File: src/rtl/eight_bit_addsub_arbiter.sv
// Two-requester round-robin front end sharing one 8-bit add/sub datapath.
// Each operation runs IDLE (accept) -> EXEC (compute) -> RESP (hold result until taken).
module eight_bit_addsub_arbiter #(
  parameter int DATA_W = 8
) (
  input  logic              clk,
  input  logic              reset,
  input  logic              a_valid,
  output logic              a_ready,
  input  logic [DATA_W-1:0] a_data0,
  input  logic [DATA_W-1:0] a_data1,
  input  logic              a_mode,
  input  logic              b_valid,
  output logic              b_ready,
  input  logic [DATA_W-1:0] b_data0,
  input  logic [DATA_W-1:0] b_data1,
  input  logic              b_mode,
  output logic              rsp_valid,
  input  logic              rsp_ready,
  output logic              rsp_id,
  output logic [DATA_W-1:0] rsp_sum,
  output logic              rsp_carry,
  output logic              rsp_overflow,
  output logic [15:0]       op_count
);

  typedef enum logic [1:0] {IDLE, EXEC, RESP} state_t;

  // Returns {overflow, carry, sum}; subtract is d0 + ~d1 + 1.
  function automatic logic [DATA_W+1:0] addsub(input logic [DATA_W-1:0] d0,
                                               input logic [DATA_W-1:0] d1,
                                               input logic              mode);
    logic [DATA_W-1:0] eff1;
    logic [DATA_W:0]   res;
    logic              ovf;
    eff1 = mode ? d1 : ~d1;
    res  = {1'b0, d0} + {1'b0, eff1} + {{DATA_W{1'b0}}, ~mode};
    ovf  = (d0[DATA_W-1] == eff1[DATA_W-1]) && (res[DATA_W-1] != d0[DATA_W-1]);
    return {ovf, res};
  endfunction

  function automatic logic [15:0] sat_inc(input logic [15:0] v);
    return (v == 16'hFFFF) ? v : v + 16'd1;
  endfunction

  state_t              state_q;
  logic                last_b_q;
  logic                op_id_q;
  logic                op_mode_q;
  logic [DATA_W-1:0]   op_d0_q;
  logic [DATA_W-1:0]   op_d1_q;
  logic                rsp_id_q;
  logic [DATA_W-1:0]   rsp_sum_q;
  logic                rsp_carry_q;
  logic                rsp_ovf_q;
  logic [15:0]         op_count_q;
  logic [15:0]         op_count_d;
  logic [DATA_W+1:0]   alu_d;
  logic                grant_a;
  logic                grant_b;
  logic                accept;

  // last_b_q = 1 means B was served last, so A wins a tie; reset leaves A first.
  always_comb begin
    grant_a    = a_valid && (!b_valid || last_b_q);
    grant_b    = b_valid && !grant_a;
    accept     = (state_q == IDLE) && !reset && (a_valid || b_valid);
    a_ready    = accept && grant_a;
    b_ready    = accept && grant_b;
    alu_d      = addsub(op_d0_q, op_d1_q, op_mode_q);
    op_count_d = sat_inc(op_count_q);
  end

  always_ff @(posedge clk or posedge reset) begin
    if (reset) begin
      state_q     <= IDLE;
      last_b_q    <= 1'b1;
      rsp_id_q    <= 1'b0;
      rsp_sum_q   <= '0;
      rsp_carry_q <= 1'b0;
      rsp_ovf_q   <= 1'b0;
      op_count_q  <= 16'h0000;
    end else begin
      case (state_q)
        IDLE: begin
          if (accept) begin
            state_q  <= EXEC;
            last_b_q <= grant_b;
          end
        end
        EXEC: begin
          rsp_id_q    <= op_id_q;
          rsp_sum_q   <= alu_d[DATA_W-1:0];
          rsp_carry_q <= alu_d[DATA_W];
          rsp_ovf_q   <= alu_d[DATA_W+1];
          state_q     <= RESP;
        end
        RESP: begin
          if (rsp_ready) begin
            state_q    <= IDLE;
            op_count_q <= op_count_d;
          end
        end
        default: state_q <= IDLE;
      endcase
    end
  end

  // Operand capture: loaded only on the accepting edge, so later input changes are ignored.
  always_ff @(posedge clk) begin
    if (accept) begin
      op_id_q   <= grant_b;
      op_mode_q <= grant_a ? a_mode  : b_mode;
      op_d0_q   <= grant_a ? a_data0 : b_data0;
      op_d1_q   <= grant_a ? a_data1 : b_data1;
    end
  end

  assign rsp_valid    = (state_q == RESP);
  assign rsp_id       = rsp_id_q;
  assign rsp_sum      = rsp_sum_q;
  assign rsp_carry    = rsp_carry_q;
  assign rsp_overflow = rsp_ovf_q;
  assign op_count     = op_count_q;

endmodule

File: config.mk
export PLATFORM = sky130hd
export DESIGN_NAME = eight_bit_addsub_arbiter
export DESIGN_NICKNAME = d
export VERILOG_FILES = /design/src/rtl/eight_bit_addsub_arbiter.sv
export SDC_FILE = /design/constraint.sdc
export NUM_CORES = 1
export LEC_CHECK = 0
export CAP_MARGIN = 10
export CORE_MARGIN = 4
export CORE_UTILIZATION = 35
export DETAILED_ROUTE_END_ITERATION = 8
export DONT_BUFFER_PORTS = 1
export PLACE_DENSITY_LB_ADDON = 0.15
export SYNTH_ARGS = -nofsm -noshare
export SYNTH_HDL_FRONTEND = slang
export SYNTH_SLANG_ARGS = --single-unit
File: constraint.sdc
create_clock -name clk -period 5.8 [get_ports clk]
set_clock_uncertainty 0.05 [all_clocks]
set_input_delay 1.74 -clock clk [delete_from_list [all_inputs] [get_ports clk]]
set_output_delay 1.74 -clock clk [all_outputs]
set_load 0.005 [all_outputs]
==> results.md <==
* Run status: finished clean
* DRC violation count after routing at 0
* Setup Crit Path Kind: in -> out
* Highest ir drop seen on vdd at 130.1 uV
* Overall track demand over capacity in global routing at 11.57%
* Die Y-Extent at 91.71 um
* Insertion delay of the later-clocked pin in the worst-skew pair at 0.30 ns
* Met2 Usage GRT at 19.42%
* Tmin final at 4.091 ns
* Leakage power of the design at 0.001033 uW
* Placement Rows at 30
* Worst path buffer plus inverter count at 0
* Total Die Area at 0.008410 sq mm
* DR WL/cell at 14.62 um
* Number of buffers created by CTS at 5
* Cell type with the highest aggregate area in the netlist: sky130_fd_sc_hd__dfrtp_1
* Synthesized cell area at 0.002452 sq mm
* EDFF count, synth at 18
* Maximum level of the CTS H-tree at 2
* Via count of the first global-routing pass at 1,575
* Resize count post-CTS at 0
* Cell-by-cell listing of the critical path: nor4_4, nor2b_1
* Crit path DAT at 2.30 ns
* Most frequent cells after synthesis: sky130_fd_sc_hd__dfrtp_1 (29), sky130_fd_sc_hd__xnor2_1 (21), sky130_fd_sc_hd__mux2_2 (20), sky130_fd_sc_hd__edfxtp_1 (18), sky130_fd_sc_hd__nand2_1 (18)
* Final weighted congestion in routability-driven placement at 0.7879
* Minimum setup slack in the final design at 1.709 ns
* Share of flip-flops with an asynchronous set or reset after synthesis at 62.50%
* Fraction of the cycle the final worst path needs at 70.53%
* IO Count at 69
* Cell variety after synth at 41
* Total negative slack for setup checks at 0 ns
* Hold Buf Count CTS at 0
* Met1 layer usage reported by global route at 13.95%
* Post-detailed-routing wire length at 4531 um
* Min-Delay Path Depth at 1
* Share of the synthesized area in the top cell type at 29.59%
* Pin slew with the least headroom to its limit at 0.7579 ns
* Max capacitance violation total at 0
* Crit path largest cell delay at 0.33 ns
* Number of nets at the end of the flow at 261
* CTS sink cnt at 48
* Most frequent cell after synthesis: sky130_fd_sc_hd__dfrtp_1
* CP max FO at 3
* Crit start category: input pin
* Starting density of the core at 36.10%
* Congestion Overflow GR at 0
* Clock tree buffer depth at 2
* Predominant post-synthesis flop cell: sky130_fd_sc_hd__dfrtp_1
* Met3 Track Usage GR at 4.184%
* Post-DP HPWL at 3343 um
* Worst slack, placed at 1.672 ns
* Proportion of layout cells with a drive suffix above 1 at 17.29%
* Endpoint kind of the worst setup timing path: output port
* Drt via density at 4.806
* Sequential Area at 0.001292 sq mm
* Leading cell types by total area after synthesis: sky130_fd_sc_hd__dfrtp_1 (30%), sky130_fd_sc_hd__edfxtp_1 (22%), sky130_fd_sc_hd__mux2_2 (9.2%), sky130_fd_sc_hd__xnor2_1 (7.5%), sky130_fd_sc_hd__ha_1 (4.1%)
* Fillcell total at 678
* Vias after detailed routing at 1,490
* Worst reg2reg startpoint: op_mode_q
* Instance count on the critical path at 2
* Buffer type at the clock tree root: sky130_fd_sc_hd__clkbuf_8
* Critical Path Start: reset
* Clock transition at path regs at 0.08 ns
* Register bit count reported by yosys at 48
* Final setup violation count at 0
* Number of nets in the synthesized netlist at 256
* Yosys warnings at 0
* Unrepaired setup endpoints after global routing: false
* CTS tree: built
* Pre-Repair DR Iteration Count at 4
* Hold path start: op_id_q
* Quantity of I/O buffers inserted on ports at 0
* Drt initial violations at 73
* Cell with the largest stage delay on the worst path: sky130_fd_sc_hd__nor4_4
* Area of the core at 0.006794 sq mm
* Diode insertion count for antenna repair at 0
* Fmax achieved at 0.2445 GHz
* Proportion of synthesized chip area in sequential cells at 52.70%
* X dimension of the die at 91.71 um
* Area used by multi-input combinational logic at 0.001116 sq mm
* Endpoints failing hold at 0
* Crit path max-delay family: simple AND/OR/NAND/NOR gates
* Post-synthesis instance total at 208
* Area Growth Syn to Fin at 8.571%
* Antenna violations before repair at 0
* Critical path data required time at 4.01 ns
* Pin count of the biggest net entering global routing at 31
* Antenna Nets Post-Route at 0
* Power per standard cell area at 353.6 mW/mm^2
* Post-CTS Setup Repair Bufs at 0
* Pins over their slew limit at 0
* Class of the tightest hold or removal check: reg -> reg
* Slew HR at 49.47%
* Global-route wire length before repair at 7652 um
* Syn_area_per_cell at 11.79 sq um
* Most Used Layer, Global Route: met2
* Register-to-Register Path Depth at 8
[flip-flops by register name, indices dropped and copies added (netlist names)]
signal and cells:
op_id_q 1, op_d0_q 8, rsp_carry 1, op_d1_q 8
op_count 16, rsp_overflow 1, last_b_q 1, rsp_sum 8
rsp_id 1, state_q 2, op_mode_q 1
[final timing paths]
check | end | slack, ns
max | a_ready | 1.71
min | rsp_id | 0.44
max reg2reg | rsp_carry | 3.31
min reg2reg | rsp_id | 0.44
max in group asynchronous | last_b_q | 4.03
min in group asynchronous | op_count[0] | 1.35
[stage by stage]
stage	util, %	instances	hold WS [ns]	instance area [sq um]	total power (uW)
global route	39.19	310	0.4568	2663	1017
floorplan	-	208	0.4054	2459	697.4
CTS	39.19	310	0.4375	2663	963.5
detailed placement	37.99	302	0.4195	2581	765.0
global placement	37.99	302	0.4184	2581	760.7
finish	39.19	310	0.4359	2663	941.6
[area by class of cell]
type	count	area share, %
timing repair buffer	3	0.8459
sequential	48	48.54
tap	96	4.511
multi-input combinational	147	41.92
clock inverter	1	0.1880
inverter	8	1.128
clock buffer	7	2.867
[power by group]
group / total (uW) / leakage [uW] / switching [uW] / internal, uW
Combinational: 241 / 0.000438 / 122 / 119
Sequential: 509 / 0.000553 / 72.4 / 436
Clock: 192 / 0.0000422 / 107 / 84.8
Total: 942 / 0.00103 / 301 / 640
[layer usage]
layer,share of wire [%],up-vias
li1,-,756
met1,45,677
met2,47,52
met3,6.5,5
met4,1.2,0
met5,0,-
[kinds of logic after synthesis]
| logic type | after synthesis | synth area share [%] |
|---|---|---|
| multiplexers | 20 | 9.184 |
| AND/OR/NAND/NOR | 60 | 13.52 |
| buffers and inverters | 13 | 2.398 |
| AO/OA/AOI/OAI | 32 | 8.010 |
| adder cells (fa/ha/maj) | 9 | 4.898 |
| XOR/XNOR | 26 | 9.286 |
| flip-flops | 48 | 52.70 |
[placed cells by master (no fill, tap or decap), types with 5 or more instances in the layout]
| master | n |
|---|---|
| sky130_fd_sc_hd__nand4_1 | 6 |
| sky130_fd_sc_hd__nor2_1 | 8 |
| sky130_fd_sc_hd__inv_1 | 8 |
| sky130_fd_sc_hd__xor2_1 | 5 |
| sky130_fd_sc_hd__ha_1 | 8 |
| sky130_fd_sc_hd__xnor2_1 | 21 |
| sky130_fd_sc_hd__dfrtp_1 | 29 |
| sky130_fd_sc_hd__edfxtp_1 | 18 |
| sky130_fd_sc_hd__a21oi_1 | 9 |
| sky130_fd_sc_hd__mux2_2 | 20 |
| sky130_fd_sc_hd__nand3_1 | 6 |
| sky130_fd_sc_hd__nand2_1 | 18 |
| sky130_fd_sc_hd__o21ai_0 | 10 |
| sky130_fd_sc_hd__clkbuf_8 | 5 |
No activity file was read; power rests on OpenSTA's default activity.
